File: src/rtl/fir_channel_scheduler_if.sv
// Handshake and filter-side signals for fir_channel_scheduler.
// The master modport is the scheduler and the slave modport is its environment.
interface fir_channel_scheduler_if #(
    parameter int unsigned WIDTH = 16
);
    logic             s0_valid;
    logic [WIDTH-1:0] s0_data;
    logic             s0_ready;
    logic             s1_valid;
    logic [WIDTH-1:0] s1_data;
    logic             s1_ready;
    logic             fir_clr_n;
    logic             fir_en;
    logic             fir_rin;
    logic [WIDTH-1:0] fir_din;
    logic [WIDTH-1:0] fir_result;
    logic             res_valid;
    logic             res_ch;
    logic [WIDTH-1:0] res_data;
    logic             busy;

    modport master (
        input  s0_valid, s0_data, s1_valid, s1_data, fir_result,
        output s0_ready, s1_ready, fir_clr_n, fir_en, fir_rin, fir_din,
        output res_valid, res_ch, res_data, busy
    );

    modport slave (
        output s0_valid, s0_data, s1_valid, s1_data, fir_result,
        input  s0_ready, s1_ready, fir_clr_n, fir_en, fir_rin, fir_din,
        input  res_valid, res_ch, res_data, busy
    );
endinterface

File: src/rtl/fir_channel_scheduler.sv
// Time-shares one FIR filter between two sample channels in bursts. It clears the filter,
// streams up to BURST samples from the granted channel, then drains and tags every result.
module fir_channel_scheduler #(
    parameter int unsigned WIDTH   = 16,
    parameter int unsigned BURST   = 8,
    parameter int unsigned LATENCY = 4,
    parameter int unsigned FLUSH   = 4
) (
    input  logic                   clk,
    input  logic                   rst,
    input  logic                   en,
    fir_channel_scheduler_if.master bus
);
    localparam logic [1:0] StIdle  = 2'd0;
    localparam logic [1:0] StFlush = 2'd1;
    localparam logic [1:0] StRun   = 2'd2;
    localparam logic [1:0] StDrain = 2'd3;

    localparam logic [7:0] BurstLast = 8'(BURST - 1);
    localparam logic [3:0] FlushLast = 4'(FLUSH - 1);

    logic [1:0]         state_q, state_d;
    logic               owner_q, owner_d;
    logic               last_q, last_d;
    logic [7:0]         smp_cnt_q, smp_cnt_d;
    logic [3:0]         flush_cnt_q, flush_cnt_d;
    logic               rin_q;
    logic [WIDTH-1:0]   din_q;
    logic               clr_n_q;
    logic [LATENCY-1:0] tag_v_q, tag_v_d;
    logic [LATENCY-1:0] tag_ch_q, tag_ch_d;
    logic               res_valid_q;
    logic               res_ch_q;
    logic [WIDTH-1:0]   res_data_q;

    logic             owner_valid;
    logic [WIDTH-1:0] owner_data;
    logic             xfer;
    logic             tags_empty;

    assign owner_valid = owner_q ? bus.s1_valid : bus.s0_valid;
    assign owner_data  = owner_q ? bus.s1_data : bus.s0_data;
    assign xfer        = en && (state_q == StRun) && owner_valid;
    // A strobe still in rin_q has not yet entered the tag pipeline but is in flight.
    assign tags_empty  = !rin_q && (tag_v_q == '0);

    always_comb begin
        state_d     = state_q;
        owner_d     = owner_q;
        last_d      = last_q;
        smp_cnt_d   = smp_cnt_q;
        flush_cnt_d = flush_cnt_q;
        case (state_q)
            StIdle: begin
                if (bus.s0_valid || bus.s1_valid) begin
                    owner_d     = (bus.s0_valid && bus.s1_valid) ? ~last_q : bus.s1_valid;
                    flush_cnt_d = '0;
                    state_d     = StFlush;
                end
            end
            StFlush: begin
                if (flush_cnt_q == FlushLast) begin
                    flush_cnt_d = '0;
                    smp_cnt_d   = '0;
                    state_d     = StRun;
                end else begin
                    flush_cnt_d = flush_cnt_q + 4'd1;
                end
            end
            StRun: begin
                if (xfer) begin
                    smp_cnt_d = smp_cnt_q + 8'd1;
                    if (smp_cnt_q == BurstLast) begin
                        state_d = StDrain;
                    end
                end
            end
            StDrain: begin
                if (tags_empty) begin
                    last_d  = owner_q;
                    state_d = StIdle;
                end
            end
            default: state_d = StIdle;
        endcase
    end

    // Tags enter one cycle after the transfer so they line up with the fir_rin strobe.
    always_comb begin
        tag_v_d     = '0;
        tag_ch_d    = '0;
        tag_v_d[0]  = rin_q;
        tag_ch_d[0] = owner_q;
        for (int unsigned i = 1; i < LATENCY; i++) begin
            tag_v_d[i]  = tag_v_q[i-1];
            tag_ch_d[i] = tag_ch_q[i-1];
        end
    end

    always_ff @(posedge clk) begin
        if (!rst) begin
            state_q     <= StIdle;
            owner_q     <= 1'b0;
            last_q      <= 1'b1;
            smp_cnt_q   <= '0;
            flush_cnt_q <= '0;
            rin_q       <= 1'b0;
            din_q       <= '0;
            clr_n_q     <= 1'b0;
            tag_v_q     <= '0;
            tag_ch_q    <= '0;
            res_valid_q <= 1'b0;
            res_ch_q    <= 1'b0;
            res_data_q  <= '0;
        end else if (en) begin
            state_q     <= state_d;
            owner_q     <= owner_d;
            last_q      <= last_d;
            smp_cnt_q   <= smp_cnt_d;
            flush_cnt_q <= flush_cnt_d;
            rin_q       <= xfer;
            if (xfer) begin
                din_q <= owner_data;
            end
            clr_n_q     <= (state_d != StFlush);
            tag_v_q     <= tag_v_d;
            tag_ch_q    <= tag_ch_d;
            res_valid_q <= tag_v_q[LATENCY-1];
            res_ch_q    <= tag_ch_q[LATENCY-1];
            res_data_q  <= bus.fir_result;
        end
    end

    assign bus.s0_ready  = en && (state_q == StRun) && !owner_q && bus.s0_valid;
    assign bus.s1_ready  = en && (state_q == StRun) && owner_q && bus.s1_valid;
    assign bus.fir_en    = en && ((state_q == StRun) || (state_q == StDrain));
    assign bus.fir_rin   = en && rin_q;
    assign bus.fir_din   = din_q;
    assign bus.fir_clr_n = clr_n_q;
    assign bus.res_valid = res_valid_q;
    assign bus.res_ch    = res_ch_q;
    assign bus.res_data  = res_data_q;
    assign bus.busy      = (state_q != StIdle);
endmodule

File: src/flat_wrapper.sv
// flat-port wrapper written by rule: the top's interface ports become plain ports
module fir_channel_scheduler_flat 
#(
    parameter int unsigned WIDTH   = 16,
    parameter int unsigned BURST   = 8,
    parameter int unsigned LATENCY = 4,
    parameter int unsigned FLUSH   = 4
)
  (clk, rst, en, bus_s0_valid, bus_s0_data, bus_s1_valid, bus_s1_data, bus_fir_result, bus_s0_ready, bus_s1_ready, bus_fir_clr_n, bus_fir_en, bus_fir_rin, bus_fir_din, bus_res_valid, bus_res_ch, bus_res_data, bus_busy);
  fir_channel_scheduler_if #(.WIDTH(WIDTH)) bus_i ();
  input  logic clk;
  input  logic rst;
  input  logic en;
  input wire logic [$bits(bus_i.s0_valid)-1:0] bus_s0_valid;
  input wire logic [$bits(bus_i.s0_data)-1:0] bus_s0_data;
  input wire logic [$bits(bus_i.s1_valid)-1:0] bus_s1_valid;
  input wire logic [$bits(bus_i.s1_data)-1:0] bus_s1_data;
  input wire logic [$bits(bus_i.fir_result)-1:0] bus_fir_result;
  output wire logic [$bits(bus_i.s0_ready)-1:0] bus_s0_ready;
  output wire logic [$bits(bus_i.s1_ready)-1:0] bus_s1_ready;
  output wire logic [$bits(bus_i.fir_clr_n)-1:0] bus_fir_clr_n;
  output wire logic [$bits(bus_i.fir_en)-1:0] bus_fir_en;
  output wire logic [$bits(bus_i.fir_rin)-1:0] bus_fir_rin;
  output wire logic [$bits(bus_i.fir_din)-1:0] bus_fir_din;
  output wire logic [$bits(bus_i.res_valid)-1:0] bus_res_valid;
  output wire logic [$bits(bus_i.res_ch)-1:0] bus_res_ch;
  output wire logic [$bits(bus_i.res_data)-1:0] bus_res_data;
  output wire logic [$bits(bus_i.busy)-1:0] bus_busy;
  assign bus_i.s0_valid = bus_s0_valid;
  assign bus_i.s0_data = bus_s0_data;
  assign bus_i.s1_valid = bus_s1_valid;
  assign bus_i.s1_data = bus_s1_data;
  assign bus_i.fir_result = bus_fir_result;
  assign bus_s0_ready = bus_i.s0_ready;
  assign bus_s1_ready = bus_i.s1_ready;
  assign bus_fir_clr_n = bus_i.fir_clr_n;
  assign bus_fir_en = bus_i.fir_en;
  assign bus_fir_rin = bus_i.fir_rin;
  assign bus_fir_din = bus_i.fir_din;
  assign bus_res_valid = bus_i.res_valid;
  assign bus_res_ch = bus_i.res_ch;
  assign bus_res_data = bus_i.res_data;
  assign bus_busy = bus_i.busy;
  fir_channel_scheduler #(.WIDTH(WIDTH), .BURST(BURST), .LATENCY(LATENCY), .FLUSH(FLUSH)) u_core (.clk(clk), .rst(rst), .en(en), .bus(bus_i));
endmodule
File: config.mk
export PLATFORM = sky130hd
export DESIGN_NAME = fir_channel_scheduler_flat
export DESIGN_NICKNAME = d
export VERILOG_FILES = /design/src/rtl/fir_channel_scheduler_if.sv /design/src/rtl/fir_channel_scheduler.sv /design/src/flat_wrapper.sv
export SDC_FILE = /design/constraint.sdc
export NUM_CORES = 1
export LEC_CHECK = 0
export ABC_AREA = 1
export BUFFER_PORTS_ARGS = -buffer_cell sky130_fd_sc_hd__buf_4
export CAP_MARGIN = 10
export CORE_ASPECT_RATIO = 2
export CORE_MARGIN = 1.5
export CORE_UTILIZATION = 50
export CTS_CLUSTER_DIAMETER = 120
export DETAILED_ROUTE_END_ITERATION = 10
export PLACE_DENSITY = 0.84
export SLEW_MARGIN = 40
export SYNTH_ARGS = -nofsm -noshare
export SYNTH_HDL_FRONTEND = slang
export SYNTH_SLANG_ARGS = --single-unit
File: constraint.sdc
create_clock -name clk -period 2 [get_ports clk]
set_clock_uncertainty 0.1 [all_clocks]
set_input_delay 0.2 -clock clk [delete_from_list [all_inputs] [get_ports clk]]
set_output_delay 0.2 -clock clk [all_outputs]
set_load 0.02 [all_outputs]
==> results.cfg <==
[status]
outcome = complete, no violations

[setup_path]
crit_type = flop to output pin
cp_max_fo = 8
required_ns = 1.70
cp-end-kind = output pin
crit_arrival_ns = 1.58
startpoint_type = flop

[placed_design]
dp_slack_ns = 0.115
dp_hpwl_mm = 5.47
gp_congestion = 0.955
dp_cells = 529
numPortBuffers = 92

[power]
p_int_w = 0.00214
seqPwrFrac = 0.445
clkPwrFrac = 0.389
ir_worst_vdd_uv = 932
power_density_nw_per_um2 = 754
netSwitchingPower_w = 0.000756
share_comb_of_total_power = 0.166
p_leak_nw = 1.85
swShare = 0.261

[route]
drt_iter0_markers = 141
wl_per_cell_microns = 13.9
ant_nets = 0
dr.pass1.iters = 4
route.met3.wl_microns = 306
avgViaCountPerCell = 5.27
met2WireLength_mm = 4.27
wl_met1_mm = 2.77
drc = 0
drt-total-wl_mm = 7.78
top_layer = met4
dr_total_vias = 2950

[finish]
layout.nets = 556
antennaDiodeCount = 0
drive_gt1_frac = 0.264
instances_no_fill = 560
syn2layout_area_growth_pct = 39.1
fillers = 430

[yosys]
synth_seq_area_share = 0.436
ys_seq_elements = 60
yosys_warnings = 0
syn_area_per_cell_sq_um = 7.09
synth_cell_types = 25
synth_cells = 389
syn-num-nets = 449
netlist_area_sq_um = 2760

[timing]
setup_tns_ns = 0
setup_viol = 0
max_slew_margin = 0.669
rsz0062_at_grt = false
tightest_slew_ns = 0.497
fin_ws_ns = 0.116
finalCritPeriodShare = 0.942
min_period_ns = 1.88
hold_viol = 0
fmax_mhz = 531
drv_slew = 0

[worst_hold_path]
hp-class = primary input to flop

[global_route]
grt_max_degree = 33
antenna_found_initial = 0
grt_pass1_vias = 2867
grtUsageTotal = 0.265
grt_first_pass_wirelength_mm = 12.4
gr-total-overflow = 0

[floorplanning]
die_w_microns = 55.5
dieArea_sq_um = 6000
io-pin-count = 93
num_rows = 38
start_util = 0.513
die_y_microns = 108
coreArea_sq_um = 5370

[clock_tree]
clock-sinks = 60
clk_pin_slew_ns = 0.07
root_buffer = clkbuf_8
htreeDepth = 3
cts_buffer_depth = 2
insertion_delay_ns = 0.35
cts_post_setup_buffers_inserted = 0
cts_tree = built
cts_made_buffers = 9

[flow_run]
drv_cap = 0
-- worst max-delay path: stages, from the launching register on --
cell and delay [ns]:
dfxtp_1 0.44, ha_2 0.30, inv_1 0.10, o21ai_0 0.21, buf_4 0.18
-- path summary, 6_finish.rpt --
check                      from                      to  slack (ns)  depth (start not counted)
max           u_core.state_q[1]              bus_fir_en        0.12                          4
min             bus_s0_data[11]  u_core.bus.fir_din[11]        0.03                          3
max reg2reg   u_core.state_q[1]       u_core.state_q[0]        0.16                          9
min reg2reg  u_core.tag_ch_q[0]      u_core.tag_ch_q[0]        0.37                          2
-- kinds of logic (layout without fill, tap and decap cells) --
group	count (synthesis)	count (layout)	synth area share
adders and majority gates	7	7	0.0318
and+or+nand+nor	178	178	0.266
AOI/OAI and AO/OA	85	85	0.166
DFF	60	60	0.436
xor gates and xnor gates	3	3	0.00953
buffers and inverters	56	167	0.0917
-- cell usage after synthesis --
library cell   n  area, sq um
xor2_1         1         8.76
ha_1           7         87.6
clkbuf_1      11         41.3
nand2_2        5         31.3
o21ai_0       46          230
o311ai_0       1         8.76
inv_1         30          113
nor2_1        66          248
xnor2_1        2         17.5
nor3_1         2         10.0
a31oi_1       17          106
nand3_1       14         70.1
inv_2          5         18.8
nand4_1        5         31.3
o21ai_2        1         8.76
buf_2          4         20.0
nor2_2         4         25.0
dfxtp_1       60         1200
buf_6          4         45.0
buf_4          2         15.0
nor4_1         1         6.26
nand2_1       80          300
nor2_4         1         11.3
a211oi_1       1         7.51
a21oi_1       19         95.1
-- what timing repair did --
| action | CTS | global route |
|---|---|---|
| endpoints found under the hold margin | 16 | 0 |
| endpoints found under the setup margin | 0 | 21 |
| gates resized for setup | 0 | 2 |
| hold buffers | 16 | 0 |
-- metal layers --
layer	GRT usage	up-vias
met4	0.192	0
met1	0.270	1349
li1	-	1472
met3	0.0455	34
met5	0	-
met2	0.475	95
-- stage by stage --
stage | hold WS (ns) | power (W) | util | cell area (sq um)
2_1_floorplan | 0.235 | 0.00156 | - | 2760
3_3_place_gp | 0.321 | 0.00175 | 0.646 | 3470
3_5_place_dp | 0.328 | 0.00176 | 0.646 | 3470
4_1_cts | 0.0174 | 0.00290 | 0.713 | 3830
5_1_grt | 0.0264 | 0.00300 | 0.714 | 3840
6_report | 0.0271 | 0.00289 | 0.714 | 3840
-- area by class of cell --
type | count | area [sq um] | area share
tap | 60 | 75.1 | 0.0196
timing repair buffer | 117 | 918 | 0.239
sequential | 60 | 1200 | 0.313
clock inverter | 1 | 30.0 | 0.00783
inverter | 35 | 131 | 0.0342
clock buffer | 14 | 173 | 0.0450
multi-input combinational | 273 | 1310 | 0.341
-- sequential cells by signal, indices dropped and copies added (netlist names) --
signal	flops
u_core.bus.fir_din	16
u_core.bus.res_data	16
u_core.smp_cnt_q	8
u_core.flush_cnt_q	4
u_core.tag_ch_q	4
u_core.tag_v_q	4
u_core.state_q	2
u_core.bus.fir_clr_n	1
u_core.bus.res_ch	1
u_core.bus.res_valid	1
u_core.last_q	1
u_core.owner_q	1
u_core.rin_q	1
-- power by group through the flow --
stage,clock [W],combinational [W],sequential (W)
CTS,0.00114,0.000474,0.00129
global route,0.00119,0.000521,0.00129
floorplan,0,0.000209,0.00135
detailed placement,0,0.000447,0.00131
finish,0.00113,0.000479,0.00129
global placement,0,0.000440,0.00131
-- layout by cell type (no fill, tap or decap), drive strengths merged, types with 7 or more instances in the layout --
master and n:
ha 7, nor2 71, dlygate4sd3 16, a21oi 19
inv 35, dfxtp 60, o21ai 47, clkbuf 14
nand2 85, nand3 14, a31oi 17, buf 101
Power figures use the tool's default switching activity.
